File: config.mk
export PLATFORM = sky130hd
export DESIGN_NAME = timer_sequencer
export DESIGN_NICKNAME = d
export VERILOG_FILES = /design/src/rtl/timer_sequencer.sv
export SDC_FILE = /design/constraint.sdc
export NUM_CORES = 1
export LEC_CHECK = 0
export CAP_MARGIN = 25
export CORE_MARGIN = 5
export CORE_UTILIZATION = 50
export CTS_CLUSTER_DIAMETER = 50
export CTS_CLUSTER_SIZE = 12
export DETAILED_ROUTE_END_ITERATION = 12
export HOLD_SLACK_MARGIN = 0.12
export PLACE_DENSITY = 0.7
export SLEW_MARGIN = 20
export SYNTH_ARGS = -nofsm -noshare
export SYNTH_HDL_FRONTEND = slang
export SYNTH_SLANG_ARGS = --single-unit
File: constraint.sdc
create_clock -name clk -period 4.1 [get_ports clk]
set_input_delay 0.82 -clock clk [delete_from_list [all_inputs] [get_ports clk]]
set_output_delay 0.82 -clock clk [all_outputs]
set_load 0.01 [all_outputs]
File: src/rtl/timer_sequencer.sv
`default_nettype none
// ============================================================================
// Module   : timer_sequencer
// Brief    : Button debounce, 100 Hz tick and run/stop control FSM for the
//            stopwatch/countdown timer datapath.
// Revision : 1.0 - initial release
// ============================================================================
module timer_sequencer #(
    parameter int S100_PERIOD = 1_000_000,
    parameter int DB_TICKS    = 2
) (
    input  logic clk,
    input  logic rst,
    input  logic btnu,
    input  logic btnd,
    input  logic btnc,
    input  logic btnl,
    input  logic btnr,
    input  logic zero,
    output logic clks100,
    output logic mode,
    output logic timer_clr,
    output logic clr,
    output logic ld,
    output logic dir,
    output logic state
);

    localparam int c_CNT_W = $clog2(S100_PERIOD);
    localparam int c_DB_W  = $clog2(DB_TICKS + 1);
    localparam logic [c_CNT_W-1:0] c_TICK_LAST = c_CNT_W'(S100_PERIOD - 1);
    localparam logic [c_DB_W-1:0]  c_DB_LAST   = c_DB_W'(DB_TICKS - 1);

    localparam logic [1:0] c_ST_IDLE = 2'd0;
    localparam logic [1:0] c_ST_RUN  = 2'd1;
    localparam logic [1:0] c_ST_DONE = 2'd2;

    // Button vector order is also the priority order: bit 4 wins.
    localparam int c_B_D = 0;
    localparam int c_B_L = 1;
    localparam int c_B_C = 2;
    localparam int c_B_U = 3;
    localparam int c_B_R = 4;

    logic [c_CNT_W-1:0] r_tick_cnt;
    logic               w_tick;
    logic [4:0]         w_btn_raw;
    logic [4:0]         w_press;
    logic [4:0]         w_evt;

    logic [1:0] r_fsm;
    logic [1:0] w_fsm_nxt;
    logic       r_mode, r_dir, r_clr, r_timer_clr, r_ld, r_state;
    logic       w_mode_nxt, w_dir_nxt, w_clr_nxt, w_timer_clr_nxt, w_ld_nxt, w_state_nxt;
    logic       w_clr_req;

    assign w_tick = (r_tick_cnt == c_TICK_LAST);

    always_ff @(posedge clk or negedge rst) begin
        if (!rst) begin
            r_tick_cnt <= '0;
        end else if (w_tick) begin
            r_tick_cnt <= '0;
        end else begin
            r_tick_cnt <= r_tick_cnt + 1'b1;
        end
    end

    assign w_btn_raw = {btnr, btnu, btnc, btnl, btnd};

    generate
        for (genvar g = 0; g < 5; g++) begin : g_btn
            logic [1:0]        r_sync;
            logic              r_level;
            logic [c_DB_W-1:0] r_db_cnt;
            logic              w_differs;
            logic              w_accept;

            assign w_differs  = (r_sync[1] != r_level);
            assign w_accept   = w_tick && w_differs && (r_db_cnt == c_DB_LAST);
            assign w_press[g] = w_accept && r_sync[1];

            always_ff @(posedge clk or negedge rst) begin
                if (!rst) begin
                    r_sync   <= 2'b00;
                    r_level  <= 1'b0;
                    r_db_cnt <= '0;
                end else begin
                    r_sync <= {r_sync[0], w_btn_raw[g]};
                    if (w_tick) begin
                        // A matching sample breaks the run of differing samples.
                        if (!w_differs || w_accept) begin
                            r_db_cnt <= '0;
                        end else begin
                            r_db_cnt <= r_db_cnt + 1'b1;
                        end
                        if (w_accept) begin
                            r_level <= r_sync[1];
                        end
                    end
                end
            end
        end
    endgenerate

    always_comb begin
        w_evt = 5'b00000;
        if (w_press[c_B_R])      w_evt[c_B_R] = 1'b1;
        else if (w_press[c_B_U]) w_evt[c_B_U] = 1'b1;
        else if (w_press[c_B_C]) w_evt[c_B_C] = 1'b1;
        else if (w_press[c_B_L]) w_evt[c_B_L] = 1'b1;
        else if (w_press[c_B_D]) w_evt[c_B_D] = 1'b1;
    end

    always_comb begin
        w_fsm_nxt  = r_fsm;
        w_mode_nxt = r_mode;
        w_dir_nxt  = r_dir;
        w_clr_req  = 1'b0;
        w_ld_nxt   = 1'b0;
        case (r_fsm)
            c_ST_IDLE: begin
                if (w_evt[c_B_R])      w_clr_req  = 1'b1;
                else if (w_evt[c_B_U]) w_ld_nxt   = 1'b1;
                else if (w_evt[c_B_C]) w_fsm_nxt  = c_ST_RUN;
                else if (w_evt[c_B_L]) w_mode_nxt = ~r_mode;
                else if (w_evt[c_B_D]) w_dir_nxt  = ~r_dir;
            end
            c_ST_RUN: begin
                w_clr_req = w_evt[c_B_R];
                // Auto-stop wins over a stop request; both leave the count held.
                if (r_dir && zero)     w_fsm_nxt = c_ST_DONE;
                else if (w_evt[c_B_C]) w_fsm_nxt = c_ST_IDLE;
            end
            c_ST_DONE: begin
                if (|w_evt) begin
                    w_fsm_nxt = c_ST_IDLE;
                    w_clr_req = w_evt[c_B_R];
                end
            end
            default: w_fsm_nxt = c_ST_IDLE;
        endcase
        w_clr_nxt       = w_clr_req & r_mode;
        w_timer_clr_nxt = w_clr_req & ~r_mode;
        w_state_nxt     = (w_fsm_nxt == c_ST_RUN);
    end

    always_ff @(posedge clk or negedge rst) begin
        if (!rst) begin
            r_fsm       <= c_ST_IDLE;
            r_mode      <= 1'b0;
            r_dir       <= 1'b0;
            r_clr       <= 1'b0;
            r_timer_clr <= 1'b0;
            r_ld        <= 1'b0;
            r_state     <= 1'b0;
        end else begin
            r_fsm       <= w_fsm_nxt;
            r_mode      <= w_mode_nxt;
            r_dir       <= w_dir_nxt;
            r_clr       <= w_clr_nxt;
            r_timer_clr <= w_timer_clr_nxt;
            r_ld        <= w_ld_nxt;
            r_state     <= w_state_nxt;
        end
    end

    assign clks100   = w_tick;
    assign mode      = r_mode;
    assign dir       = r_dir;
    assign clr       = r_clr;
    assign timer_clr = r_timer_clr;
    assign ld        = r_ld;
    assign state     = r_state;

endmodule
`default_nettype wire

# == Word-level counts from Yosys, hierarchy flattened ==
# Cells that the tools add are included.
# op_classes
add_sub_neg,6
eq_ne,14
n_mux,28
n_bitwise,8
reduce_logical,35
# ops
op,n
$mux W2,12
$add A20 B1 Y20 const B,1
$eq A20 B20 Y1 const B,1
$mux W20,1
$logic_and A1 B1 Y1,16
$eq A2 B1 Y1 const B,7
$mux W1,11
$add A2 B1 Y2 const B,5
$reduce_and A2 Y1,5
$not A1 Y1,6
$pmux W2 S3,1
$reduce_and A6 Y1,1
$logic_not A1 Y1,5
$logic_or A1 B1 Y1,5
$ne A1 B1 Y1,5
$reduce_and A5 Y1,1
$reduce_or A5 Y1,1
$mux W4,1
$mux W3,1
$pmux W1 S3,1
$and A1 B1 Y1,2
$eq A2 B2 Y1 const B,1
$logic_not A2 Y1,1
# word_totals
regBits,53
in_bits,8
output_inout_bits,7
elab_cells,114

# == Logic depth before layout (Yosys ltp) ==
# Gate-level depths: netlist of the first run.
# logic_depth
ltp_word,14
depth_mapped,7
ltp_nobuf,6

# == Least setup slack after synthesis of the first run ==
# Ideal clock, no wire load.
# synth_path
path_kind,flip-flop to output port
from,reg r_tick_cnt[0]
to,out clks100
arrival_time_ns,1.440
required_time_ns,3.280
slack_ns,1.840
stages_incl_launch_ff,7
path_buffers,1
path_cell_list,dfrtp_1 ha_1 and3_1 buf_4 nand2_1 or3_1 inv_1
# synth_between
elab_chain_cells,1
# synth_rtl
element,line,source
start: declaration,45,logic [c_CNT_W-1:0] r_tick_cnt;
start signal: assignment,65,r_tick_cnt <= r_tick_cnt + 1'b1;
$eq A20 B20 Y1,57,assign w_tick = (r_tick_cnt == c_TICK_LAST);
end: declaration,20,"output logic clks100,"
# No other way between the ends.

# == Worst setup path after layout of the first run ==
# Same ends and word-level chain as after synthesis.

==> impl_results.md, run 1 <==
* Status: finished, final reports clean
* Dpl ws at roughly 1100 ps
* Clock Skew at around 6.8 ps
* # rows at 25
* PostCTS Resize Cnt at 0
* Die height at between 80 and 90 microns
* FMAX at 0.303 GHz
* CP max FO at 7
* Most frequent cells in the layout: 53 x dfrtp_1, 13 x nand2_1, 13 x clkdlybuf4s50_1
* Synthesized flop and latch total at 53
* DR WL/cell at 14.0 microns
* ANT cells at 0
* Share of cells above drive strength 1 at 12.2%
* Pwr/cell area at about 300 nW/um^2
* Setup bufs post-CTS at 0
* Vias/cell at 5.24
* Hold_ws at around 360 ps
* Buffers on Ports at 14
* Root Buffer: clkbuf_8
* H-tree Lvls at 2
* P_leak at about 1.2 nW
* Required time of the critical path at about 3300 ps
* Synthesized area per cell at approximately 12 sq um
* Synth Flop Type: dfrtp_1
* Initial antenna violation count at 0
* Crit share post-route at 80.6%
* Worst slew pin tran at 904 ps
* HP Class: register to register
* Drt pass-1 iters at 4
* DRC Markers at 0
* Detailed Place HPWL at 2.84 mm
* Top cells by area, synth: dfrtp_1 53%, xor2_1 3.9%, mux2_2 3.6%
* Yosys warns at 0
* Initial DRC count at 70
* Congestion Overflow GR at 0
* DP Cell Count at between 200 and 300
* Number of global-route vias before repair at 1562
* Antenna viol nets, final at 0
* WS Path Type: register to output pin
* GPL Wtd Cong at 0.751
* Clk slew on worst S/H paths at 90 ps
* Non-filler cells, final at 296
* Sequential share of the synthesized area at ~53%
* Placed cell area at around 2700 sq um
* Core ar. at 4790 sq um
* Slowest-stage cell, CP: clkdlybuf4s50_1
* Endpoints failing hold at 0
* R2R cell count at 5
* Setup TNS at 0 ps
* Worst hold stages at 0
* Area Overhead vs Synth at 10.8%
* Total CTS buffers at 5
* Tmin final at 3310 ps
* Max-slew violation count at 0
* Synthesized cell area at 2500 sq um
* Ys async rst share at 100%
* Chip width at 80.7 microns
* Worst Setup End Kind: output pin
* Post-synth top area cell: dfrtp_1
* Wirelength, routed at 4.14 mm
* Critical path arrival at 2490 ps
* Buffers plus inverters on the worst setup path at 2
* Crit-path cells: ha_1, and3_1, nand2_1, or3_1, inv_1, clkdlybuf4s50_1
* Crit. path cell count at 6
* Initial Utilization at 52.3%
* Max VDD drop at 0.182 mV
* Synth top area share at 53.0%
* Synth cell types at 42
* Crit start category: register
* Post-route cell area at around 2800 sq um
* Skew-Pair Late Insertion Delay at 310 ps
* Max Root-Sink Buffers at 2
* Max incr delay on CP at 530 ps
* Relative slew slack at 39.6%
* Post-synthesis cell count at 212
* Clock tree from TritonCTS: built
* Family with the most delay on the worst path: simple AND/OR/NAND/NOR gates
* Total die area at 6520 sq um
* Max cap viols at 0
* RSZ-0062 raised after global routing: false
* Largest net degree at the start of global routing at 30
* CTS Sinks at 53
* Vias at approximately 1.6k
* Post-Syn Nets at 226
* GRT Util Overall at 15.1%
* I/O pin count at 15
* EDFF count, synth at 0
* Final #Nets at 242
* # hold bufs at CTS at 0
* Commonest non-fill, non-tap cell in the layout: dfrtp_1
* Final setup violation count at 0
* Post-route worst setup slack at 794 ps
* First-pass GRT wire length at 7.40 mm
[per-layer routing]
layer  routed length (microns)  part of all wire [%]  track usage [%]  vias to the layer above
li1                          -                     -                -                      783
met2                      1830                    44             22.2                       28
met1                      2060                    50             21.1                      734
met3                       191                   4.6             4.66                        5
met4                        68                   1.6             5.57                        0
met5                         0                     0                0                        -
[flip-flops by register name, indices dropped and copies added (netlist names)]
register / count
clr: 1
dir: 1
g_btn.r_db_cnt: 10
ld: 1
g_btn.r_level: 5
g_btn.r_sync: 10
state: 1
r_fsm: 2
r_tick_cnt: 20
mode: 1
timer_clr: 1
[layout make-up]
| cell class | count | area [sq um] |
|---|---|---|
| fill | 419 | 2010 |
| sequential | 53 | 1330 |
| multi-input combinational | 146 | 1110 |
| timing repair buffer | 15 | 143 |
| tap | 67 | 83.8 |
| clock buffer | 6 | 72.6 |
| inverter | 7 | 26.3 |
| clock inverter | 2 | 10.0 |
[power by group]
group | leakage (nW) | internal (W) | switching [W]
clock | 0.0450 | 0.000119 | 0.000163
combinational | 0.492 | 0.00000790 | 0.0000130
sequential | 0.703 | 0.000527 | 0.00000283
[synth_stat cells (all sizes together) (2+ instances only)]
library cell	instances
xor2	11
buf	5
nor2	12
nand2b	5
mux2	10
dfrtp	53
inv	7
and4	4
nand2	13
nor4	9
and3	6
mux2i	4
and2	2
nand3b	5
o21bai	5
nor4b	3
or3	4
o21ai	4
nor3	3
ha	6
and3b	2
nand4	5
xnor2	9
nand3	12
a21oi	4
[cell families after synthesis]
kind of cell    after synthesis  synth area share (%)
flops                        53                  53.0
simple gates                 90                  24.2
buf+inv                      13                  2.65
fa+ha+maj                     6                  3.00
xor+xnor                     20                  7.00
mux                          14                  6.10
compound gates               16                  4.05
[path summary, 6_finish.rpt]
kind | start | endpoint | slack [ps]
hold reg to reg | g_btn[2].r_sync[0] | g_btn[2].r_sync[1] | 360
setup / recovery | r_tick_cnt[0] | clks100 | 790
hold / removal | g_btn[2].r_sync[0] | g_btn[2].r_sync[1] | 360
setup reg to reg | r_tick_cnt[0] | g_btn[0].r_db_cnt[0] | 1690
min in group asynchronous | rst | g_btn[2].r_sync[0] | 510
max in group asynchronous | rst | r_tick_cnt[14] | 2830
[metrics by stage]
| stage | total power (W) | utilization, % |
|---|---|---|
| after floorplan | 0.000544 | - |
| after global placement | 0.000562 | 56.2 |
| after detailed placement | 0.000562 | 56.2 |
| after CTS | 0.000845 | 57.9 |
| after global routing | 0.000877 | 57.9 |
| final | 0.000833 | 57.9 |
[worst register-to-register path, cell delays in order, from the launching register on]
cell	delay, ps
dfrtp_1	400
ha_1	190
and3_1	350
nand2_1	180
nor3_4	760
mux2_2	420
Power figures use the tool's default switching activity.
==> run 2: changes to the inputs <==
==> constraint.sdc (replaced) <==
create_clock -name clk -period 3.2 [get_ports clk]
set_input_delay 0.64 -clock clk [delete_from_list [all_inputs] [get_ports clk]]
set_output_delay 0.64 -clock clk [all_outputs]
set_load 0.01 [all_outputs]
==> impl_results.md, run 2 (same netlist as run 1, synthesis figures left out) <==
* Largest registers: r_tick_cnt x20, g_btn.r_db_cnt x10, g_btn.r_sync x10
* Clock Skew at 6.40 ps (-0.368 ps)
* FMAX at 0.331 GHz
* Crit share post-route at 94.5%
* First-pass GRT wire length at 7.01 mm (-5.3%)
* ANT cells at 0 (unchanged)
* Vias/cell at 5.35 (+2.1%)
* # hold bufs at CTS at 0 (unchanged)
* Final Total Pwr at 0.00115 W (+39%)
* I/O pin count at 15 (unchanged)
* Non-filler cells, final at 297 (+0.34%)
* Initial DRC count at 91 (+30%)
* Setup bufs post-CTS at 0 (unchanged)
* Pwr/cell area at 411 nW/um^2 (+37%)
* Die height at 80.7 microns (unchanged)
* Final setup violation count at 0 (unchanged)
* Clock tree from TritonCTS: built
* Area of the multi-input gates at 1110 sq um (+0.11%)
* Crit start category: register
* H-tree Lvls at 2 (unchanged)
* Vias at 1588 (+2.5%)
* Max cap viols at 0 (unchanged)
* DRC Markers at 0 (unchanged)
* Worst Setup End Kind: output pin
* Power share of the sequential group at 58.8% (-4.8 points)
* Clk pwr share at 38.8% (+5.0 points)
* Required time of the critical path at 2560 ps (-720 ps)
* Relative slew slack at 51.6% (+12 points)
* Final #Nets at 243 (+0.41%)
* Detailed Place HPWL at 2.84 mm (about the same)
* Tmin final at 3020 ps
* DR WL/cell at 13.8 microns (-1.8%)
* HP Class: input port to async pin
* Endpoints failing hold at 0 (unchanged)
* Max incr delay on CP at 540 ps (about the same)
* Drt pass-1 iters at 4 (unchanged)
* Antenna viol nets, final at 0 (unchanged)
* Fin util at 58.7% (+0.78 points)
* Core ar. at 4790 sq um (unchanged)
* Clk slew on worst S/H paths at 90 ps (about the same)
* Total CTS buffers at 5 (unchanged)
* Setup TNS at 0 ps (unchanged)
* Wirelength, routed at 4.09 mm (-1.4%)
* Root Buffer: clkbuf_8
* Switch share at 20.3% (-1.2 points)
* Area Overhead vs Synth at 12.2%
* # rows at 25 (unchanged)
* Congestion Overflow GR at 0 (unchanged)
* Crit-path cells: ha_1, and3_2, nand2_1, or3_1, inv_1, clkdlybuf4s50_1
* GRT Util Overall at 14.2% (-0.86 points)
* Total die area at 6520 sq um (unchanged)
* WS Path Type: register to output pin
* Max FFs per register at 20 (unchanged)
* Largest net degree at the start of global routing at 28 (-6.7%)
* Most frequent cells in the layout: 53 x dfrtp_1, 13 x nand2_1, 13 x clkdlybuf4s50_1
* Chip width at 80.7 microns (unchanged)
* Share of cells above drive strength 1 at 13.0% (+0.82 points)
* Hold_ws at 324 ps (-32.9 ps)
* Slowest-stage cell, CP: clkdlybuf4s50_1
* FF+latch area at 1330 sq um (unchanged)
* Commonest non-fill, non-tap cell in the layout: dfrtp_1
* R2R Setup Slk at 1030 ps (-660 ps)
* P_leak at 1.26 nW (+1.2%)
* Fill cells at 409 (-2.4%)
* Internal at 0.000920 W (+41%)
* CTS Sinks at 53 (unchanged)
* PostCTS Resize Cnt at 0 (unchanged)
* GPL Wtd Cong at 0.756 (+0.71%)
* Max Root-Sink Buffers at 2 (unchanged)
* Max VDD drop at 0.256 mV (+40%)
* Buffers on Ports at 14 (unchanged)
* CP max FO at 7 (unchanged)
* Family with the most delay on the worst path: simple AND/OR/NAND/NOR gates
* Skew-Pair Late Insertion Delay at 310 ps (about the same)
* Max-slew violation count at 0 (unchanged)
* Top reg by flops: r_tick_cnt
* Number of global-route vias before repair at 1548 (-0.90%)
* Initial Utilization at 52.3% (unchanged)
* Combinational Power Share at 2.4% (about the same)
* Buffers plus inverters on the worst setup path at 2 (unchanged)
* NetSw at 0.000234 W (+31%)
* DP Cell Count at 289 (+0.35%)
* Status: finished, final reports clean
* Worst slew pin tran at 724 ps (-180 ps)
* Initial antenna violation count at 0 (unchanged)
* Critical path arrival at 2380 ps (-110 ps)
run 2: cell types whose count changed in the layout (fill, tap and decap cells not counted):
| cell | before | now |
|---|---|---|
| and3_2 | 0 | 1 |
| buf_4 | 1 | 2 |
| bufinv_16 | 0 | 1 |
| clkinv_4 | 0 | 1 |
| clkinv_2 | 2 | 0 |
| and3_1 | 6 | 5 |
run 2: per-stage QoR:
step           worst slack [ps]  area (sq um)
3_5_place_dp                375          2700
4_1_cts                    41.0          2810
5_1_grt                  -0.829          2810
2_1_floorplan              1120          2500
3_3_place_gp                438          2700
6_report                    177          2810
run 2: power by group through the flow:
stage                       logic, W  clock network (W)  registers [W]
after floorplan           0.00000498                  0       0.000692
after global placement     0.0000279                  0       0.000692
final                      0.0000271           0.000448       0.000679
after global routing       0.0000320           0.000489       0.000680
after CTS                  0.0000283           0.000462       0.000679
after detailed placement   0.0000281                  0       0.000692
run 2: metal layers:
layer / vias to the layer above / track usage, % / wire length [microns]
li1: 781 / - / -
met1: 779 / 18.8 / 1980
met2: 20 / 22.4 / 1870
met3: 8 / 2.77 / 160
met4: 0 / 7.09 / 78
met5: - / 0 / 0
run 2: final timing paths:
path,startpoint,end,cells after the start
setup / recovery,r_tick_cnt[0],clks100,6
setup reg to reg,r_tick_cnt[0],g_btn[0].r_db_cnt[0],5
hold reg to reg,g_btn[0].r_sync[0],g_btn[0].r_sync[1],0
hold / removal,rst,g_btn[2].r_sync[0],1
max in group asynchronous,rst,r_tick_cnt[7],2
min in group clk,g_btn[0].r_sync[0],g_btn[0].r_sync[1],0
run 2: layout make-up:
| cell class | instances | share of cell area, % |
|---|---|---|
| repair buffers | 16 | 5.35 |
| clock buffers | 6 | 2.58 |
| well taps | 67 | 2.98 |
| multi-input cells | 146 | 39.6 |
| flip-flops and latches | 53 | 47.2 |
| inverters | 7 | 0.935 |
| clock inverters | 2 | 1.38 |
==> run 3: changes to the inputs <==
--- a/config.mk
+++ b/config.mk
@@ -13,6 +13,7 @@
 export DETAILED_ROUTE_END_ITERATION = 12
 export HOLD_SLACK_MARGIN = 0.12
 export PLACE_DENSITY = 0.7
+export REMOVE_ABC_BUFFERS = 1
 export SLEW_MARGIN = 20
 export SYNTH_ARGS = -nofsm -noshare
 export SYNTH_HDL_FRONTEND = slang
==> impl_results.md, run 3 (same netlist as run 1, synthesis figures left out) <==
* P_leak at 1.25 nW (-0.41%)
* Total die area at 6520 sq um (unchanged)
* Final setup violation count at 0 (unchanged)
* Setup TNS at 0 ps (unchanged)
* Reg2Reg Launch Point: r_tick_cnt[0]
* Area Overhead vs Synth at 11.8%
* Area of the multi-input gates at 1110 sq um (unchanged)
* Initial antenna violation count at 0 (unchanged)
* Wirelength, routed at 4.22 mm (+3.4%)
* Max incr delay on CP at 530 ps (about the same)
* # rows at 25 (unchanged)
* Die height at 80.7 microns (unchanged)
* Antenna viol nets, final at 0 (unchanged)
* Largest registers: r_tick_cnt x20, g_btn.r_db_cnt x10, g_btn.r_sync x10
* Critical Path Source: r_tick_cnt[0]
* Initial DRC count at 109 (+20%)
* Drt pass-1 iters at 4 (unchanged)
* Chip width at 80.7 microns (unchanged)
* Pwr/cell area at 391 nW/um^2 (-5.0%)
* Vias at 1562 (-1.6%)
* GRT Util Overall at 15.1% (+0.83 points)
* I/O pin count at 15 (unchanged)
* Clk slew on worst S/H paths at 100 ps (about the same)
* HP Class: input port to async pin
* Clock tree from TritonCTS: built
* Total CTS buffers at 5 (unchanged)
* Required time of the critical path at 2560 ps (about the same)
* WS Path Type: register to output pin
* Core ar. at 4790 sq um (unchanged)
* ANT cells at 0 (unchanged)
* Max VDD drop at 0.280 mV (+9.5%)
* Status: finished, final reports clean
* DRC Markers at 0 (unchanged)
* H-tree Lvls at 2 (unchanged)
* Worst slew pin tran at 592 ps (-132 ps)
* Share of cells above drive strength 1 at 13.9% (+0.81 points)
* Setup bufs post-CTS at 0 (unchanged)
* Most frequent cells in the layout: 53 x dfrtp_1, 13 x nand2_1, 13 x clkdlybuf4s50_1
* Crit share post-route at 94.5% (about the same)
* Commonest non-fill, non-tap cell in the layout: dfrtp_1
* Buffers plus inverters on the worst setup path at 2 (unchanged)
* Post-route worst setup slack at 176 ps (-0.357 ps)
* Worst Setup End Kind: output pin
* Dpl ws at 391 ps (+15.7 ps)
* Final #Nets at 244 (+0.41%)
* Crit start category: register
* GPL Wtd Cong at 0.767 (+1.5%)
* RSZ-0062 raised after global routing: false
* CTS Sinks at 53 (unchanged)
* Fill cells at 414 (+1.2%)
* Relative slew slack at 60.3% (+8.8 points)
* Buffers on Ports at 14 (unchanged)
* Congestion Overflow GR at 0 (unchanged)
* Skew-Pair Late Insertion Delay at 310 ps (about the same)
* Root Buffer: clkbuf_8
* Max cap viols at 0 (unchanged)
* Largest net degree at the start of global routing at 30 (+7.1%)
* Initial Utilization at 52.3% (unchanged)
* First-pass GRT wire length at 7.46 mm (+6.4%)
* Vias/cell at 5.24 (-2.0%)
* FF+latch area at 1330 sq um (unchanged)
* Tmin final at 3020 ps (+0.357 ps)
* Max FFs per register at 20 (unchanged)
* Family with the most delay on the worst path: simple AND/OR/NAND/NOR gates
* Placed cell area at 2700 sq um (+0.28%)
* Critical path arrival at 2380 ps (about the same)
* Crit-path cells: ha_1, and3_2, nand2_1, or3_1, inv_1, clkdlybuf4s50_1
* Detailed Place HPWL at 2.94 mm (+3.4%)
* Slowest-stage cell, CP: clkdlybuf4s50_1
* FMAX at 0.331 GHz (about the same)
* Clock Skew at 5.94 ps (-0.463 ps)
* Max-slew violation count at 0 (unchanged)
* DR WL/cell at 14.2 microns (+3.0%)
* CP max FO at 7 (unchanged)
* Endpoints failing hold at 0 (unchanged)
* Max Root-Sink Buffers at 2 (unchanged)
* Final Total Pwr at 0.00109 W (-5.3%)
* Number of global-route vias before repair at 1581 (+2.1%)
* Top reg by flops: r_tick_cnt
* Post-route cell area at 2800 sq um (-0.36%)
[run 3: final timing paths]
| kind | depth (start not counted) | slack, ps | end |
|---|---|---|---|
| max in group asynchronous | 2 | 2120 | r_tick_cnt[15] |
| worst max register to register | 6 | 1290 | g_btn[3].r_db_cnt[0] |
| worst min-delay path | 1 | 300 | g_btn[2].r_sync[0] |
| min in group clk | 0 | 360 | g_btn[2].r_sync[1] |
| worst min register to register | 0 | 360 | g_btn[2].r_sync[1] |
| worst max-delay path | 6 | 180 | clks100 |
[run 3: metrics by stage]
step,util (%),hold slack (ps),cells
CTS,58.5,308,298
floorplan,-,331,206
global placement,56.5,333,290
detailed placement,56.5,335,290
global route,58.5,321,298
finish,58.5,298,298
[run 3: layout make-up]
class | instances | area share (%)
multi-input cells | 146 | 39.7
repair buffers | 17 | 5.63
clock inverters | 3 | 0.894
well taps | 67 | 3.00
clock buffers | 5 | 2.46
inverters | 7 | 0.939
flip-flops and latches | 53 | 47.4
[run 3: routing by layer]
metal  GRT usage [%]  vias up  share of wire (%)
li1                -      780                  -
met1            20.5      759                 50
met2            23.9       18                 46
met3            2.99        5                3.1
met4            5.57        0                1.4
met5               0        -                  0
[run 3: what timing repair did]
item	in CTS	in global routing
hold buffers	0	0
resized for setup	0	1
endpoints found under the setup margin	0	1
[run 3: power by group]
part	internal [W]	switching [W]
sequential	0.000676	0.00000342
combinational	0.0000101	0.0000166
clock	0.000158	0.000229
total	0.000844	0.000249
[run 3: worst reg2reg max path, stage by stage, from the launching register on]
cell and delay [ps]:
dfrtp_1 400, ha_1 190, and3_2 290, nand2_1 150, nor3_4 190, buf_4 230, mux2_2 350
